File: src/rtl/if_stage.sv
// Instruction-fetch stage: sequential PC, one outstanding imem request, redirect drain.
// Optional HALT-opcode detection is enabled with `define IF_HALT_DETECT_EN.
module if_stage #(
  parameter logic [31:0] RESET_PC = 32'h0000_0000
) (
  input  logic        clk,
  input  logic        reset,
  output logic        imem_req,
  output logic [31:0] imem_addr,
  input  logic        imem_ack,
  input  logic [31:0] imem_rdata,
  input  logic        stall,
  input  logic        redirect,
  input  logic [31:0] redirect_pc,
  output logic [31:0] inst,
  output logic [31:0] pc_out,
  output logic        valid
);

`ifdef IF_HALT_DETECT_EN
  typedef enum logic [1:0] {IDLE, FETCH, DRAIN, HALTED} state_t;
  localparam logic [5:0] HALT_OP = 6'b010001;
`else
  typedef enum logic [1:0] {IDLE, FETCH, DRAIN} state_t;
`endif

  state_t      state;
  logic [31:0] pc;
  logic [31:0] drain_addr;
  logic [31:0] tgt;
  logic        accept;

  assign tgt = redirect_pc & 32'hFFFF_FFFC;

  // Request depends on this cycle's stall, so it cannot be registered.
  always_comb begin
    imem_req = 1'b0;
    case (state)
      FETCH:   imem_req = !valid || !stall;
      DRAIN:   imem_req = 1'b1;
      default: imem_req = 1'b0;
    endcase
  end

  assign imem_addr = (state == DRAIN) ? drain_addr : pc;
  assign accept    = (state == FETCH) && imem_req && imem_ack && !redirect;

  always_ff @(posedge clk or negedge reset) begin
    if (!reset) begin
      state      <= IDLE;
      pc         <= RESET_PC;
      drain_addr <= RESET_PC;
      inst       <= 32'h0;
      pc_out     <= 32'h0;
      valid      <= 1'b0;
    end else begin
      case (state)
        IDLE: state <= FETCH;
        FETCH: begin
          if (redirect) begin
            pc    <= tgt;
            valid <= 1'b0;
            // Request already on the bus must complete before the new target is fetched.
            if (imem_req && !imem_ack) begin
              drain_addr <= pc;
              state      <= DRAIN;
            end
          end else if (accept) begin
            inst   <= imem_rdata;
            pc_out <= pc;
            valid  <= 1'b1;
            pc     <= pc + 32'd4;
`ifdef IF_HALT_DETECT_EN
            if (imem_rdata[31:26] == HALT_OP) state <= HALTED;
`endif
          end else if (valid && !stall) begin
            valid <= 1'b0;
          end
        end
        DRAIN: begin
          if (redirect) pc <= tgt;
          if (imem_ack) state <= FETCH;
        end
`ifdef IF_HALT_DETECT_EN
        HALTED: begin
          if (valid && !stall) valid <= 1'b0;
        end
`endif
        default: state <= IDLE;
      endcase
    end
  end

endmodule

File: config.mk
export PLATFORM = sky130hd
export DESIGN_NAME = if_stage
export DESIGN_NICKNAME = d
export VERILOG_FILES = /design/src/rtl/if_stage.sv
export SDC_FILE = /design/constraint.sdc
export NUM_CORES = 1
export LEC_CHECK = 0
export ABC_AREA = 1
export BUFFER_PORTS_ARGS = -buffer_cell sky130_fd_sc_hd__buf_2
export CAP_MARGIN = 20
export CELL_PAD_IN_SITES_DETAIL_PLACEMENT = 0
export CELL_PAD_IN_SITES_GLOBAL_PLACEMENT = 1
export CORE_MARGIN = 10
export CORE_UTILIZATION = 38
export CTS_CLUSTER_DIAMETER = 40
export CTS_CLUSTER_SIZE = 20
export DETAILED_ROUTE_END_ITERATION = 8
export GPL_ROUTABILITY_DRIVEN = 0
export PLACE_DENSITY_LB_ADDON = 0.08
export SLEW_MARGIN = 20
export SYNTH_ARGS = -nofsm -noshare
export SYNTH_HDL_FRONTEND = slang
export SYNTH_SLANG_ARGS = --single-unit
File: constraint.sdc
create_clock -name clk -period 2.2 [get_ports clk]
set_input_delay 0.11 -clock clk [delete_from_list [all_inputs] [get_ports clk]]
set_output_delay 0.11 -clock clk [all_outputs]
set_load 0.03 [all_outputs]
# Word level (Yosys, flattened, before mapping)
# Index checks and enable logic that the tools add are counted.
[totals] reg_bits=131 in_bits=69 elab_cells=46
[classes] add_sub_neg=1 eq_ne=7 mux=13 n_bitwise=1 reduce_logical=18
[ops] cell="32-bit 2-to-1 mux" count=4
[ops] cell="32-bit one-hot mux with 2 select lines" count=1
[ops] cell="32-bit by 3-bit adder with 32-bit output (second input constant)" count=1
[ops] cell="3-bit AND reduction" count=4
[ops] cell="2-bit 2-to-1 mux" count=3
[ops] cell="2-bit inequality test (second input constant)" count=3
[ops] cell="2-bit one-hot mux with 3 select lines" count=1
[ops] cell="1-bit logical AND" count=5
[ops] cell="1-bit zero test" count=4
[ops] cell="1-bit 2-to-1 mux" count=3
[ops] cell="3-bit inequality test (second input constant)" count=1
[ops] cell="3-bit nonzero test" count=1
[ops] cell="2-bit by 1-bit == test with 1-bit output (second input constant)" count=1
[ops] cell="2-bit == test (second input constant)" count=1
[ops] cell="2-bit zero test" count=1
[ops] cell="2-bit by 1-bit inequality test with 1-bit output (second input constant)" count=1
[ops] cell="1-bit one-hot mux with 2 select lines" count=1
[ops] cell="2-bit AND reduction" count=1
[ops] cell="2-bit nonzero test" count=1
[ops] cell="1-bit logical OR" count=1
[ops] cell="1-bit NOT" count=1

# Depth between registers and ports, before layout
# Gate-level depths: netlist of run 1.
[depth] ltp_word=9 mapped_depth=12 depth_no_buf=11

# Worst setup path before layout of run 1
# OpenSTA, ideal clock, no wires.
[synth_path] path_kind="register to register" from="register state[0]" to="register inst[0]" arrival_time_ns=1.745 setup_slack_ns=0.325 stages_incl_launch_ff=11 path_buffers=3 cell_sequence="dfrtp_1 -> inv_1 -> ha_1 -> buf_4 -> inv_2 -> a21oi_4 -> nand3_2 -> buf_2 -> buf_2 -> nand2_1 -> o21ai_0"
[synth_via] elab_chain_len=6
[synth_lines] item="start: declaration" line_no="27" source="state_t state;"
[synth_lines] item="start signal: assignment" line_no="50" source="state <= IDLE;"
[synth_lines] item="start signal: assignment" line_no="58" source="IDLE: state <= FETCH;"
[synth_lines] item="start signal: assignment" line_no="66" source="state <= DRAIN;"
[synth_lines] item="2-bit == test / 2-bit by 1-bit == test with 1-bit output (equally long branches)" line_no="38" source="case (state)"
[synth_lines] item="1-bit one-hot mux with 2 select lines (*)" line_no="38"
[synth_lines] item="net imem_req" line_no="8" source="output logic imem_req,"
[synth_lines] item="1-bit logical AND (*) (3 in a row)" line_no="46" source="assign accept = (state == FETCH) && imem_req && imem_ack && !redirect;"
[synth_lines] item="3-bit AND reduction (no line) (*)"
[synth_lines] item="end signal: assignment" line_no="69" source="inst <= imem_rdata;"
[synth_lines] item="end: declaration" line_no="15" source="output logic [31:0] inst,"
# Mark *: on every way through the listed nets, which the timed path passes. The rest lies on a longest branch.
# A chain may end at the register's enable or synchronous reset.

# Worst setup path after layout of run 1
[layout_path] from="register state[0]" to="output port imem_addr[23]"
[layout_via] elab_chain_len=2
[layout_lines] item="2-bit == test" line_no="45" source="assign imem_addr = (state == DRAIN) ? drain_addr : pc;"
[layout_lines] item="32-bit 2-to-1 mux" line_no="45"
[layout_lines] item="end: declaration" line_no="9" source="output logic [31:0] imem_addr,"
# Every way passes these cells.

==> results.sh, run 1 <==
export IMPL_synth_simple_gate_area_frac=0.272
export IMPL_clock_skew_final_ns=0.00679
export IMPL_clkTransAtPathRegs_ns=0.05
export IMPL_portBuffers=160
export IMPL_setup_viol=0
export IMPL_die_area_um2=22100
export IMPL_ys_top_cells_by_area="dfrtp_1 (50%), nand2_1 (18%), o21ai_0 (10%)"
export IMPL_gr_total_overflow=0
export IMPL_syn2layout_area_growth_pct=33.0
export IMPL_power_density_nw_per_um2=1550
export IMPL_antenna_left=0
export IMPL_insertion_delay_ns=0.41
export IMPL_cts_path_max_buffers=2
export IMPL_timing_fmax_ghz=0.496
export IMPL_ios=167
export IMPL_clock_sinks=125
export IMPL_status="completed"
export IMPL_fin_setup_tns_ns=0
export IMPL_cts_root_buf="clkbuf_16"
export IMPL_synth_fa_ha_area_frac=0.0120
export IMPL_synth_top_family_by_area="simple AND/OR/NAND/NOR gates"
export IMPL_grt_pass1_vias=5680
export IMPL_cpPeakStageDelay_ns=0.41
export IMPL_synth_distinct_cells=25
export IMPL_drcViolationCount=0
export IMPL_nFillCells=1633
export IMPL_hp_class="primary input to flop"
export IMPL_wire_per_inst_um=14.5
export IMPL_initial_core_util=0.391
export IMPL_ir_worst_vdd_mv=0.610
export IMPL_crit_required_ns=2.09
export IMPL_die_w_um=149
export IMPL_slew_viol_final=0
export IMPL_layout_drive_gt1_share=0.200
export IMPL_slowest_stage="dfrtp_1"
export IMPL_routed_via_density=4.58
export IMPL_hpwl_um=13500
export IMPL_antenna_found_initial=0
export IMPL_rows=46
export IMPL_fin_nets=1122
export IMPL_avgSynthCellArea_um2=7.34
export IMPL_cts_made_buffers=17
export IMPL_fp_dieH_um=149
export IMPL_rsz0062_at_grt="no"
export IMPL_grtUsageTotal=0.170
export IMPL_seq_area_frac_synth=0.499
export IMPL_slew_headroom=0.555
export IMPL_dr_pass1_iters=4
export IMPL_grt_first_pass_wirelength_um=30300
export IMPL_path_class="flop to primary output"
export IMPL_cp_end_kind="primary output"
export IMPL_core_area_um2=16100
export IMPL_post_route_period_util=0.916
export IMPL_fin_util=0.520
export IMPL_ys_ff_latch=125
export IMPL_vias=5831
export IMPL_grt_max_degree=126
export IMPL_antenna_cells=0
export IMPL_worstPathArrival_ns=1.90
export IMPL_post_cts_buffers=0
export IMPL_ctsHtreeMaxLevel=4
export IMPL_yosys_area_top_type_share=0.499
export IMPL_synth_compound_area_frac=0.127
export IMPL_yosys_area_top_type="dfrtp_1"
export IMPL_min_period_ns=2.01
export IMPL_netlist_area_um2=6270
export IMPL_crit_path_cell_trace="inv_1 > ha_2 > buf_8 > nand2_1 > o21ai_0 > buf_2"
export IMPL_synthXorXnorAreaFrac=0.00558
export IMPL_path_max_fanout=61
export IMPL_synth_mux_area_fraction=0.00319
export IMPL_start_kind="flop"
export IMPL_synthCells=855
export IMPL_cts_tree="yes"
export IMPL_power_leakage_nw=4.31
export IMPL_drt_wl_total_um=18400
export IMPL_drt_iter0_drc=412
export IMPL_max_cap_viol_count=0
export IMPL_report_final_hold_viol_count=0
export IMPL_max_slew_worst_pin_slew_ns=0.667
export IMPL_ys_warn_count=0
[cells in the mapped netlist]
master and number:
nand4_1 2, buf_2 14, dfrtp_1 125, nand2_2 1, o22ai_1 2, xor2_1 3
nor2_1 86, xnor2_1 1, a21oi_1 1, o21ai_1 16, a21oi_2 2, or2_2 1
mux2i_1 2, o21ai_0 131, clkbuf_1 22, inv_1 81, inv_2 4, nand3_1 41
nand3_2 1, a21oi_4 1, ha_1 6, o221ai_1 1, buf_4 5, conb_1 1
nand2_1 305
[kinds of logic after synthesis]
kind of cell,Yosys count
simple gates,437
compound gates,154
buf+inv,126
flops,125
fa+ha+maj,6
xor+xnor,4
mux,2
other cells,1
[power by group]
| group | leakage (nW) | internal (mW) | switching (mW) |
|---|---|---|---|
| Sequential | 1.60 | 3.34 | 0.722 |
| Clock | 0.307 | 2.09 | 0.967 |
| Combinational | 2.41 | 1.67 | 4.18 |
[layout by cell type, fill, tap and decap left out, drive strengths merged]
cell,netlist,final
inv,85,85
nand3,42,42
bufinv,0,5
conb,1,4
o221ai,1,1
nor2,86,86
clkinvlp,0,1
nand2,306,306
clkbuf,22,24
mux2i,2,2
xor2,3,3
or2,1,1
buf,19,174
nand4,2,2
dfrtp,125,125
dlygate4sd3,0,37
ha,6,6
xnor2,1,1
o21ai,147,147
a21oi,4,4
o22ai,2,2
[state kept, by name, summed over array words and instances, names as in the netlist]
| register | flops |
|---|---|
| inst | 32 |
| drain_addr | 30 |
| pc | 30 |
| pc_out | 30 |
| state | 2 |
| valid | 1 |
[stage by stage]
step	hold WS [ns]	instances	total power [mW]	instance area, um^2	worst slack [ns]
2_1_floorplan	-0.186	858	8.05	6290	0.325
3_3_place_gp	0.288	1207	9.90	7330	0.315
3_5_place_dp	0.287	1207	9.95	7330	0.327
4_1_cts	0.00478	1274	13.1	8340	0.0892
5_1_grt	0.0224	1274	14.0	8350	0.0261
6_report	0.0159	1274	13.0	8350	0.185
[repair_timing]
action / in CTS / in global routing
hold buffers: 37 / 0
endpoints found under the hold margin: 161 / 0
gates cloned: 0 / 0
pin swaps: 0 / 0
endpoints found under the setup margin: 2 / 3
resized for setup: 1 / 2
[final timing paths]
| kind | start | end | slack, ns | cells past startpoint |
|---|---|---|---|---|
| setup / recovery | state[0] | imem_addr[23] | 0.19 | 6 |
| hold / removal | redirect_pc[3] | pc[3] | 0.02 | 5 |
| setup reg to reg | pc[3] | pc[10] | 0.32 | 10 |
| hold reg to reg | pc_out[4] | pc_out[4] | 0.47 | 2 |
| max in group asynchronous | reset | pc[29] | 1.36 | 3 |
| min in group asynchronous | reset | inst[27] | 0.36 | 3 |
[final cells by class]
type / count / area, um^2 / area share
multi-input cells: 607 / 2670 / 0.319
clock buffers: 24 / 482 / 0.0577
inverters: 85 / 319 / 0.0382
repair buffers: 211 / 1320 / 0.159
clock inverters: 6 / 158 / 0.0189
flip-flops and latches: 125 / 3130 / 0.375
well taps: 216 / 270 / 0.0324
[worst max-delay path: cells and delay by family, from the launching register on]
| kind | cells | cell delay [ns] |
|---|---|---|
| AO/OA/AOI/OAI | 1 | 0.11 |
| adder cells (fa/ha/maj) | 1 | 0.22 |
| buffers and inverters | 3 | 0.65 |
| flip-flops | 1 | 0.41 |
| AND/OR/NAND/NOR | 1 | 0.08 |
[metal layers]
metal | up-vias | GRT usage | part of all wire
li1 | 3064 | - | -
met1 | 2609 | 0.225 | 0.48
met2 | 148 | 0.271 | 0.45
met3 | 10 | 0.0485 | 0.059
met4 | 0 | 0.0357 | 0.0066
met5 | - | 0 | 0
Note: power is estimated with default switching activity, not from simulation.
==> run 2, diff against run 1 <==
--- a/config.mk
+++ b/config.mk
@@ -17,6 +17,7 @@
 export DETAILED_ROUTE_END_ITERATION = 8
 export GPL_ROUTABILITY_DRIVEN = 0
 export PLACE_DENSITY_LB_ADDON = 0.08
+export REMOVE_ABC_BUFFERS = 1
 export SLEW_MARGIN = 20
 export SYNTH_ARGS = -nofsm -noshare
 export SYNTH_HDL_FRONTEND = slang
==> run 2 against run 1 <==
  * Via count is essentially flat
  * Combinational power decreased by 2%
  * Worst hold slack got worse by 0.0052 ns
  * Critical path type unchanged
  * Die area unchanged
  * Sequential power hardly changed
  * Worst setup slack better by 0.010 ns
  * Clock power is 6.9% lower
  * Clock skew grew 0.0027 ns
  * Design area decreased by 0.21%
  * Non-clock buffer count up 2
  * Register-to-register slack better by 0.09 ns
==> results.sh, run 2 (synthesized netlist as in run 1, its figures left out) <==
export IMPL_reg2reg_to="pc[13]"
export IMPL_syn2layout_area_growth_pct=32.7
export IMPL_path_class="flop to primary output"
export IMPL_final_cell_mix="nand2_1 (305), buf_2 (159), o21ai_0 (131)"
export IMPL_crit_required_ns=2.09
export IMPL_p_clk_frac=0.225
export IMPL_die_area_um2=22100
export IMPL_slew_viol_final=0
export IMPL_largest_register="inst"
export IMPL_clkTransAtPathRegs_ns=0.06
export IMPL_min_period_ns=2.00
export IMPL_vias=5833
export IMPL_slowest_stage="dfrtp_1"
export IMPL_hpwl_um=13200
export IMPL_stdcell_count=1278
export IMPL_pwr_share_seq=0.320
export IMPL_ff2ff_path_depth=9
export IMPL_cp_end_kind="primary output"
export IMPL_wire_per_inst_um=13.8
export IMPL_grt_first_pass_wirelength_um=29800
export IMPL_fp_dieH_um=149
export IMPL_die_w_um=149
export IMPL_path_buf_inv=3
export IMPL_p_total_mw=12.7
export IMPL_antenna_found_initial=0
export IMPL_post_route_period_util=0.911
export IMPL_ir_worst_vdd_mv=0.629
export IMPL_min_path_cells=5
export IMPL_routed_via_density=4.56
export IMPL_dpl_cell_area_um2=7340
export IMPL_power_leakage_nw=4.31
export IMPL_portBuffers=160
export IMPL_post_cts_buffers=0
export IMPL_fin_util=0.519
export IMPL_clock_skew_final_ns=0.00954
export IMPL_switching_share=0.457
export IMPL_max_slew_worst_pin_slew_ns=0.505
export IMPL_slew_headroom=0.664
export IMPL_ctsHtreeMaxLevel=4
export IMPL_cts_made_buffers=17
export IMPL_place_inst=1208
export IMPL_p_int_mw=6.87
export IMPL_critical_path_depth=6
export IMPL_largest_reg_flops=32
export IMPL_drcViolationCount=0
export IMPL_rsz0062_at_grt="no"
export IMPL_clock_sinks=125
export IMPL_grt_max_degree=88
export IMPL_layout_drive_gt1_share=0.205
export IMPL_ios=167
export IMPL_r2r_start="state[0]"
export IMPL_core_area_um2=16100
export IMPL_min_to="pc[13]"
export IMPL_cts_tree="yes"
export IMPL_dpl_worst_slack_ns=0.393
export IMPL_initial_core_util=0.391
export IMPL_status="completed"
export IMPL_max_cap_viol_count=0
export IMPL_report_final_hold_viol_count=0
export IMPL_dr_pass1_iters=4
export IMPL_finalInstanceArea_um2=8330
export IMPL_path_max_fanout=61
export IMPL_insertion_delay_ns=0.42
export IMPL_hold_ws_ns=0.0107
export IMPL_fin_nets=1124
export IMPL_worstPathArrival_ns=1.89
export IMPL_fin_setup_tns_ns=0
export IMPL_crit_path_cell_trace="inv_1 > ha_2 > buf_8 > nand2_1 > o21ai_0 > buf_2"
export IMPL_grtUsageTotal=0.166
export IMPL_drt_iter0_drc=315
export IMPL_setup_viol=0
export IMPL_crit_family="buffers and inverters"
export IMPL_grt_pass1_vias=5832
export IMPL_cts_path_max_buffers=2
export IMPL_power_density_nw_per_um2=1520
export IMPL_start_kind="flop"
export IMPL_cpPeakStageDelay_ns=0.41
export IMPL_rows=46
export IMPL_combPwrFrac=0.455
export IMPL_rrSetupSlack_ns=0.41
export IMPL_hold_path_startpoint="redirect_pc[13]"
export IMPL_drt_wl_total_um=17700
export IMPL_cts_root_buf="clkbuf_16"
export IMPL_antenna_left=0
export IMPL_layout_commonest_cell="nand2_1"
export IMPL_antenna_cells=0
export IMPL_gr_total_overflow=0
export IMPL_timing_fmax_ghz=0.499
export IMPL_switchingPower_mw=5.79
export IMPL_hp_class="primary input to flop"
export IMPL_fin_ws_ns=0.196
==> run 2: cell types whose count changed in the layout (fill, tap and decap cells not counted) <==
cell | before | now
buf_6 | 0 | 1
bufinv_16 | 5 | 3
dlygate4sd3_1 | 37 | 38
clkinvlp_4 | 1 | 2
clkinv_2 | 0 | 6
clkinv_4 | 0 | 1
clkbuf_8 | 3 | 2
clkbuf_1 | 4 | 1
==> run 2: routing by layer <==
metal / wire length [um] / vias up / global-route usage / share of wire
li1: - / 3063 / - / -
met1: 8460 / 2630 / 0.213 / 0.48
met2: 8030 / 127 / 0.265 / 0.45
met3: 998 / 13 / 0.0449 / 0.056
met4: 175 / 0 / 0.0505 / 0.0099
met5: 0 / - / 0 / 0
==> run 2: cell type report <==
class / instances / area [um^2]
inverter: 85 / 319
sequential: 125 / 3130
tap: 216 / 270
multi-input combinational: 607 / 2670
timing repair buffer: 213 / 1350
clock buffer: 20 / 457
fill: 1642 / 7730
clock inverter: 12 / 144
==> run 2: worst reg2reg max path, cell delays in order, from the launching register on <==
cell and delay [ns]:
dfrtp_1 0.40, inv_1 0.10, ha_1 0.28, nor2_4 0.16, buf_4 0.30, o21ai_0 0.21
nand2_1 0.11, nand2_1 0.05, nand2_1 0.05, inv_1 0.03
==> run 2: timing repair <==
action / in CTS / in global routing
endpoints found under the setup margin: 1 / 2
hold buffers: 38 / 0
cloned: 0 / 0
pin swaps: 0 / 0
gates resized for setup: 1 / 2
hold endpoints to repair: 83 / 0
==> run 2: how the worst max path moves through the flow <==
stage	from	endpoint	slack, ns
5_1_grt	state[0]	imem_addr[9]	0.03
3_3_place_gp	state[0]	pc[13]	0.41
3_5_place_dp	state[1]	pc[16]	0.39
2_1_floorplan	state[0]	inst[0]	-1.51
4_1_cts	state[0]	imem_addr[12]	0.12
6_report	state[0]	imem_addr[12]	0.20
==> run 2: power groups by stage <==
stage | registers [mW] | clock network, mW | logic, mW
after floorplan | 4.99 | 0 | 2.97
after global placement | 4.06 | 0 | 5.75
after detailed placement | 4.09 | 0 | 5.79
after CTS | 4.06 | 2.92 | 5.87
after global routing | 4.21 | 3.03 | 6.48
final | 4.05 | 2.85 | 5.75
